--- src/rtl/cellrv32_package.sv ---
// Shared types for the cellrv32 vector front end.
// remapped_v_instr is the instruction record produced by the register remapper
// and consumed by the vector issue stage. The opcode constants below are the
// major opcodes that the vector pipeline recognises.
package cellrv32_package;

    localparam logic [6:0] OPC_VECTOR = 7'b1010111;  // OP-V arithmetic / vsetvl
    localparam logic [6:0] OPC_VLOAD  = 7'b0000111;  // vector load
    localparam logic [6:0] OPC_VSTORE = 7'b0100111;  // vector store

    typedef struct packed {
        logic       reconfigure;  // vsetvl-type: changes vector configuration
        logic [6:0] opcode;
        logic [5:0] funct6;
        logic [2:0] funct3;
        logic [4:0] dst;
        logic [4:0] src1;
        logic [4:0] src2;
    } remapped_v_instr;

endpackage

--- src/rtl/viq.sv ---
// viq -- vector instruction queue between the register remapper and the
// vector issue stage.
//
// A DEPTH-entry in-order FIFO. A queued reconfigure instruction blocks further
// intake until it has been popped, so the issue stage never sees instructions
// that were remapped under a stale vector configuration behind it.
//
// Ports
//   clk_i        sole clock, rising edge
//   reset        synchronous, active-high reset (priority over everything)
//   flush_i      discard all queued entries
//   valid_in     remapper offers instr_in
//   instr_in     instruction to enqueue
//   ready_o      queue accepts instr_in this cycle
//   valid_o      head entry valid toward issue stage
//   instr_o      head entry (from storage)
//   ready_i      issue stage pops head this cycle
//   count_o      number of occupied entries
//   is_empty_o   count_o == 0
//   rcfg_hold_o  a reconfigure instruction is queued; intake blocked
module viq
    import cellrv32_package::*;
#(
    parameter int DEPTH = 4
) (
    input  logic                   clk_i,
    input  logic                   reset,
    input  logic                   flush_i,
    input  logic                   valid_in,
    input  remapped_v_instr        instr_in,
    output logic                   ready_o,
    output logic                   valid_o,
    output remapped_v_instr        instr_o,
    input  logic                   ready_i,
    output logic [$clog2(DEPTH):0] count_o,
    output logic                   is_empty_o,
    output logic                   rcfg_hold_o
);

    localparam int PW = $clog2(DEPTH);
    localparam int CW = PW + 1;
    localparam logic [CW-1:0] FULL = CW'(DEPTH);

    remapped_v_instr mem_q [DEPTH];

    logic [PW-1:0] wr_ptr_q, wr_ptr_d;
    logic [PW-1:0] rd_ptr_q, rd_ptr_d;
    logic [CW-1:0] count_q,  count_d;
    logic          hold_q,   hold_d;
    logic          push, pop;

    // Readiness looks only at the registered count, so a pop in the same
    // cycle never makes room for a push when the queue is full.
    assign ready_o     = (count_q < FULL) & ~hold_q & ~flush_i;
    assign valid_o     = (count_q != '0);
    assign instr_o     = mem_q[rd_ptr_q];
    assign count_o     = count_q;
    assign is_empty_o  = (count_q == '0);
    assign rcfg_hold_o = hold_q;

    assign push = valid_in & ready_o;
    assign pop  = valid_o & ready_i;

    always_comb begin
        wr_ptr_d = wr_ptr_q;
        rd_ptr_d = rd_ptr_q;
        count_d  = count_q;
        hold_d   = hold_q;

        if (flush_i) begin
            // ready_o is already low, so no push can slip in here.
            wr_ptr_d = '0;
            rd_ptr_d = '0;
            count_d  = '0;
            hold_d   = 1'b0;
        end else begin
            // DEPTH is a power of two, so the natural pointer overflow wraps.
            if (push) wr_ptr_d = wr_ptr_q + PW'(1);
            if (pop)  rd_ptr_d = rd_ptr_q + PW'(1);

            unique case ({push, pop})
                2'b10:   count_d = count_q + CW'(1);
                2'b01:   count_d = count_q - CW'(1);
                default: count_d = count_q;
            endcase

            // While holding, the reconfigure entry is the youngest one queued,
            // and a push cannot coincide with its pop.
            if (push && instr_in.reconfigure)
                hold_d = 1'b1;
            else if (pop && instr_o.reconfigure)
                hold_d = 1'b0;
        end
    end

    always_ff @(posedge clk_i) begin
        if (reset) begin
            wr_ptr_q <= '0;
            rd_ptr_q <= '0;
            count_q  <= '0;
            hold_q   <= 1'b0;
        end else begin
            wr_ptr_q <= wr_ptr_d;
            rd_ptr_q <= rd_ptr_d;
            count_q  <= count_d;
            hold_q   <= hold_d;
        end
    end

    // Entry storage carries no reset; occupancy is tracked by the pointers.
    always_ff @(posedge clk_i) begin
        if (push) mem_q[wr_ptr_q] <= instr_in;
    end

endmodule

--- config.mk ---
export PLATFORM = sky130hd
export DESIGN_NAME = viq
export DESIGN_NICKNAME = d
export VERILOG_FILES = /design/src/rtl/cellrv32_package.sv /design/src/rtl/viq.sv
export SDC_FILE = /design/constraint.sdc
export NUM_CORES = 1
export LEC_CHECK = 0
export ABC_AREA = 1
export CELL_PAD_IN_SITES_DETAIL_PLACEMENT = 1
export CELL_PAD_IN_SITES_GLOBAL_PLACEMENT = 1
export CORE_UTILIZATION = 47
export CTS_CLUSTER_DIAMETER = 40
export DETAILED_ROUTE_END_ITERATION = 6
export GPL_ROUTABILITY_DRIVEN = 0
export PLACE_DENSITY_LB_ADDON = 0.05
export SLEW_MARGIN = 25
export SYNTH_ARGS = -nofsm -noshare
export SYNTH_HDL_FRONTEND = slang
export SYNTH_SLANG_ARGS = --single-unit
--- constraint.sdc ---
create_clock -name clk_i -period 5.97 [get_ports clk_i]
set_input_delay 1.194 -clock clk_i [delete_from_list [all_inputs] [get_ports clk_i]]
set_output_delay 1.194 -clock clk_i [all_outputs]
set_load 0.01 [all_outputs]
Yosys cells after proc, flatten, opt, wreduce, memory -nomap -nowiden

Memories as Yosys holds them, arrays and structs flattened. A register that Yosys moved wholly into a read port is not among the register bits.
Cells that the tools add are included.

$add $sub $neg: 4
$lt $le $gt $ge: 1
Eq/ne operators: 2
Multiplexer cells: 7
Bitwise operators: 6
Reduce and logical (&&, ||, !) cells: 7

Operators by type and width:

| kind                                                                   | count |
|---|---|
| 3-bit one-hot mux with 2 select lines                                  | 1 |
| 2-bit by 1-bit adder with 2-bit output (second input constant)         | 2 |
| 1-bit bitwise AND                                                      | 4 |
| 1-bit 2-to-1 mux                                                       | 4 |
| 2-bit 2-to-1 mux                                                       | 2 |
| 2-bit nonzero test                                                     | 2 |
| 3-bit by 1-bit adder with 3-bit output (second input constant)         | 1 |
| 3-bit logical NOT                                                      | 1 |
| 3-bit < comparator (second input constant)                             | 1 |
| 3-bit nonzero test                                                     | 1 |
| 3-bit by 1-bit subtractor with 3-bit output (second input constant)    | 1 |
| 2-bit by 1-bit equality test with 1-bit output (second input constant) | 1 |
| 2-bit equality test (second input constant)                            | 1 |
| 1-bit logical AND                                                      | 2 |
| 1-bit inverter                                                         | 2 |
| 2-bit OR reduction                                                     | 1 |

Register bits after elaboration: 8
Memory bits (writable): 128
Bits of input ports: 37
Output and inout bits: 39
Word-level logic and storage cells: 32
Memories: 1

Memories:

| name  | words | bits a word | read ports | clocked after Yosys merged registers in | write ports | RTL line  | RTL |
|---|---|---|---|---|---|---|---|
| mem_q | 4     | 32          | 1          | 1                                       | 1           | viq.sv:44 | `remapped_v_instr mem_q [DEPTH];` |

Logic depth before layout (Yosys ltp)

Depth after elaboration: 6
Depth in mapped cells: 10
Depth with buffers taken out: 10

Least setup slack after synthesis

OpenSTA, ideal clock, no wires.

Path type: input -> register
From: in flush_i
To: mem mem_q[0][0] in the netlist's numbering (enable)
Library setup time: 0.421 ns
Arrival: 2.920 ns
Required time: 5.549 ns
Path slack: 2.629 ns
Stages on the path: 3
Buffers on the path: 0
Cell sequence: nor3_4 nand2_2 nor2_1

Longest elaborated chain between the ends: 5

Ends and longest elaborated chain:

| what                                   | RTL line   | RTL |
|---|---|---|
| start, declared                        | viq.sv:28  | `input logic flush_i,` |
| 1-bit inverter                         | viq.sv:54  | `assign ready_o = (count_q < FULL) & ~hold_q & ~flush_i;` |
| 1-bit bitwise AND                      | viq.sv:54  |  |
| 1-bit bitwise AND                      | viq.sv:61  | `assign push = valid_in & ready_o;` |
| 1-bit 2-to-1 mux                       | viq.sv:112 | `if (push) mem_q[wr_ptr_q] <= instr_in;` |
| 1-bit 2-to-1 mux (not written as such) | viq.sv:112 |  |
| end, declared                          | viq.sv:44  |  |

Every way passes these cells.

==> impl_metrics.py <==
metrics = {
    "detailed_routing": {
        "final_antenna_net_count": 0,
        "via_per_inst": 5.45,
        "avgRoutedWirePerCell_um": 19.4,
        "first_iter_violations": 133,
        "remaining_drc_errors": 0,
        "vias": 3330,
        "dr.pass1.iters": 4,
        "wirelength_um": 11900,
    },
    "cts": {
        "cts_buffers": 17,
        "root_buffer": "clkbuf_8",
        "cts_tree": "yes",
        "cts.clk_slew.worst_paths_ns": 0.06,
        "htree_levels": 4,
        "post-cts-setup-buffers": 0,
        "clockBufferDepth": 2,
        "hold_buffers": 0,
        "ctsResizeCount": 0,
        "clock_latency_ns": 0.52,
        "clock_sinks": 138,
    },
    "sta": {
        "rsz0062_at_grt": "false",
        "drv_slew": 0,
        "fin_tns_setup_ns": 0,
        "tightest_slew_ns": 0.851,
        "finalCriticalPeriod_ns": 4.61,
        "fin_skew_ns": 0.00706,
        "hold_slack_ns": 0.523,
        "finalCritPeriodShare_pct": 77.3,
        "setup_viol": 0,
        "fmax_mhz": 217,
        "slew_headroom_pct": 43.2,
        "hold_violations": 0,
    },
    "setup_path": {
        "slowest_delay_ns": 0.88,
        "endpoint_kind": "output port",
        "path_cells": "buf_4 -> clkinv_2 -> o21ai_0 -> o22ai_1 -> clkdlybuf4s50_1",
        "crit_arrival_ns": 3.42,
        "worstPathMaxFanout": 65,
        "cp.buffers_inverters": 3,
        "r2r_slack_ns": 3.43,
        "critical_path_class": "reg2out",
        "path_delay_family": "buffers and inverters",
        "cp_slowest_cell": "clkinv_2",
        "cp.required_ns": 4.78,
        "startpoint_type": "flip-flop",
    },
    "layout": {
        "nNetsFinal": 501,
        "drive_gt1_share_pct": 9.98,
        "area_growth_pct": 30.3,
        "diodes": 0,
        "fillCellCount": 1030,
        "design_area_sq_um": 6840,
        "layout.cells.non_filler": 611,
    },
    "grt": {
        "grt_max_degree": 66,
        "grt_pass1_wl_um": 18700,
        "antenna_found_initial": 0,
        "grt_overflow": 0,
        "grt_pass1_vias": 3583,
        "grt_usage_pct": 22.6,
    },
    "die": {
        "start_util_pct": 48.4,
        "coreArea_sq_um": 10800,
        "dieArea_sq_um": 11600,
        "core.rowCount": 38,
        "chipWidth_um": 108,
        "die_h_um": 108,
        "ios": 76,
    },
    "yosys": {
        "yosysUniqueCellTypes": 22,
        "synth_edf_count": 128,
        "synth_common_cells": "edfxtp_1 (128), nor2_1 (70), o21ai_0 (52)",
        "synth_top_area_cell": "edfxtp_1",
        "yosys_warnings": 0,
        "post_synth_inst_count": 377,
        "async_flop_share_pct": 0,
        "ys_ff_latch": 138,
        "seq_area_frac_synth_pct": 77.1,
        "syn_nets": 420,
        "synthTopCellsByArea": "edfxtp_1 (73%), nor2_1 (5.0%), o21ai_0 (5.0%)",
        "yosys.cell_count.top_type": "edfxtp_1",
        "avgSynthCellArea_sq_um": 13.9,
        "ys.flop_type": "edfxtp_1",
        "synth_top_area_share_pct": 73.3,
        "syn_area_sq_um": 5250,
    },
    "placed_design": {
        "place_area_sq_um": 6220,
        "dp.cells": 579,
        "numPortBuffers": 75,
        "dp_hpwl_um": 6720,
    },
    "job": {
        "maxCapViolCount": 0,
    },
    "power_and_ir_drop": {
        "switchingPower_mw": 0.431,
        "finalPower_mw": 2.27,
        "seqPwrFrac_pct": 47.5,
        "p_comb_share_pct": 5.1,
        "sw_frac_of_total_pct": 19.0,
        "power_density_nw_per_um2": 332,
        "ir_worst_vdd_mv": 0.188,
        "clockPowerShare_pct": 47.4,
        "leakage_nw": 2.30,
        "p_int_mw": 1.84,
    },
    "hold_path": {
        "hold_class": "reg2reg",
    },
    "outcome": {
        "outcome": "finished clean",
    },
}
## power groups by stage
stage          Sequential (mW)  Clock [mW]  Combinational [mW]
2_1_floorplan             1.10           0              0.0391
3_3_place_gp              1.10           0               0.109
3_5_place_dp              1.10           0               0.117
4_1_cts                   1.08        1.10               0.118
5_1_grt                   1.08        1.13               0.126
6_report                  1.08        1.08               0.117
## final timing paths
path,from,to,depth (start not counted)
max,flip-flop,instr_o[22],5
min,rcfg_hold_o,rcfg_hold_o,2
max reg2reg,flip-flop,rcfg_hold_o,7
min reg2reg,rcfg_hold_o,rcfg_hold_o,2
## area by class of cell
| class | count | area (sq um) | share of cell area (%) |
|---|---|---|---|
| sequential | 138 | 4050 | 59.2 |
| multi-input combinational | 204 | 1070 | 15.7 |
| inverter | 16 | 61.3 | 0.897 |
| clock buffer | 24 | 470 | 6.88 |
| tap | 140 | 175 | 2.56 |
| clock inverter | 8 | 140 | 2.05 |
| timing repair buffer | 81 | 868 | 12.7 |
## layout by cell type, fill, tap and decap left out, drive strengths merged
| cell | n |
|---|---|
| a21oi | 10 |
| and2 | 1 |
| buf | 6 |
| bufinv | 4 |
| clkbuf | 24 |
| clkdlybuf4s50 | 75 |
| clkinv | 5 |
| dfxtp | 10 |
| edfxtp | 128 |
| fa | 1 |
| ha | 5 |
| inv | 15 |
| nand2 | 11 |
| nand3 | 5 |
| nor2 | 72 |
| nor3 | 1 |
| o21ai | 67 |
| o22ai | 31 |
## cells by family (layout without fill, tap and decap cells)
logic type,count (synthesis),count (layout),synth area share (%)
and+or+nand+nor,90,90,7.09
AOI/OAI and AO/OA,108,108,11.3
adders and majority gates,6,6,1.57
buffers and inverters,35,129,2.98
DFF,138,138,77.1
## per-layer routing
metal  GRT usage (%)  wire, um
met3            4.78       313
met1            27.0      5100
met2            39.2      6230
met5               0         0
met4            9.78       218
## registers in the layout, indices dropped and copies added (netlist names), named ones only
name         flops
mem_q          128
rcfg_hold_o      1
rd_ptr_q         2
count_o          3
wr_ptr_q         2
## stage by stage
stage                     utilization, %  worst slack [ns]
final                               63.1              1.36
after global routing                63.1              1.03
after CTS                           63.0              1.63
after detailed placement            57.4              2.26
after global placement              56.5              2.30
after floorplan                        -              2.63
## worst register-to-register path: cells and delay by family, from the launching register on
| family | cells | cell delay, ns |
|---|---|---|
| AO/OA/AOI/OAI | 1 | 0.12 |
| buffers and inverters | 2 | 1.43 |
| flip-flops | 1 | 0.31 |
| AND/OR/NAND/NOR | 4 | 0.59 |
No activity file was read; power rests on OpenSTA's default activity.
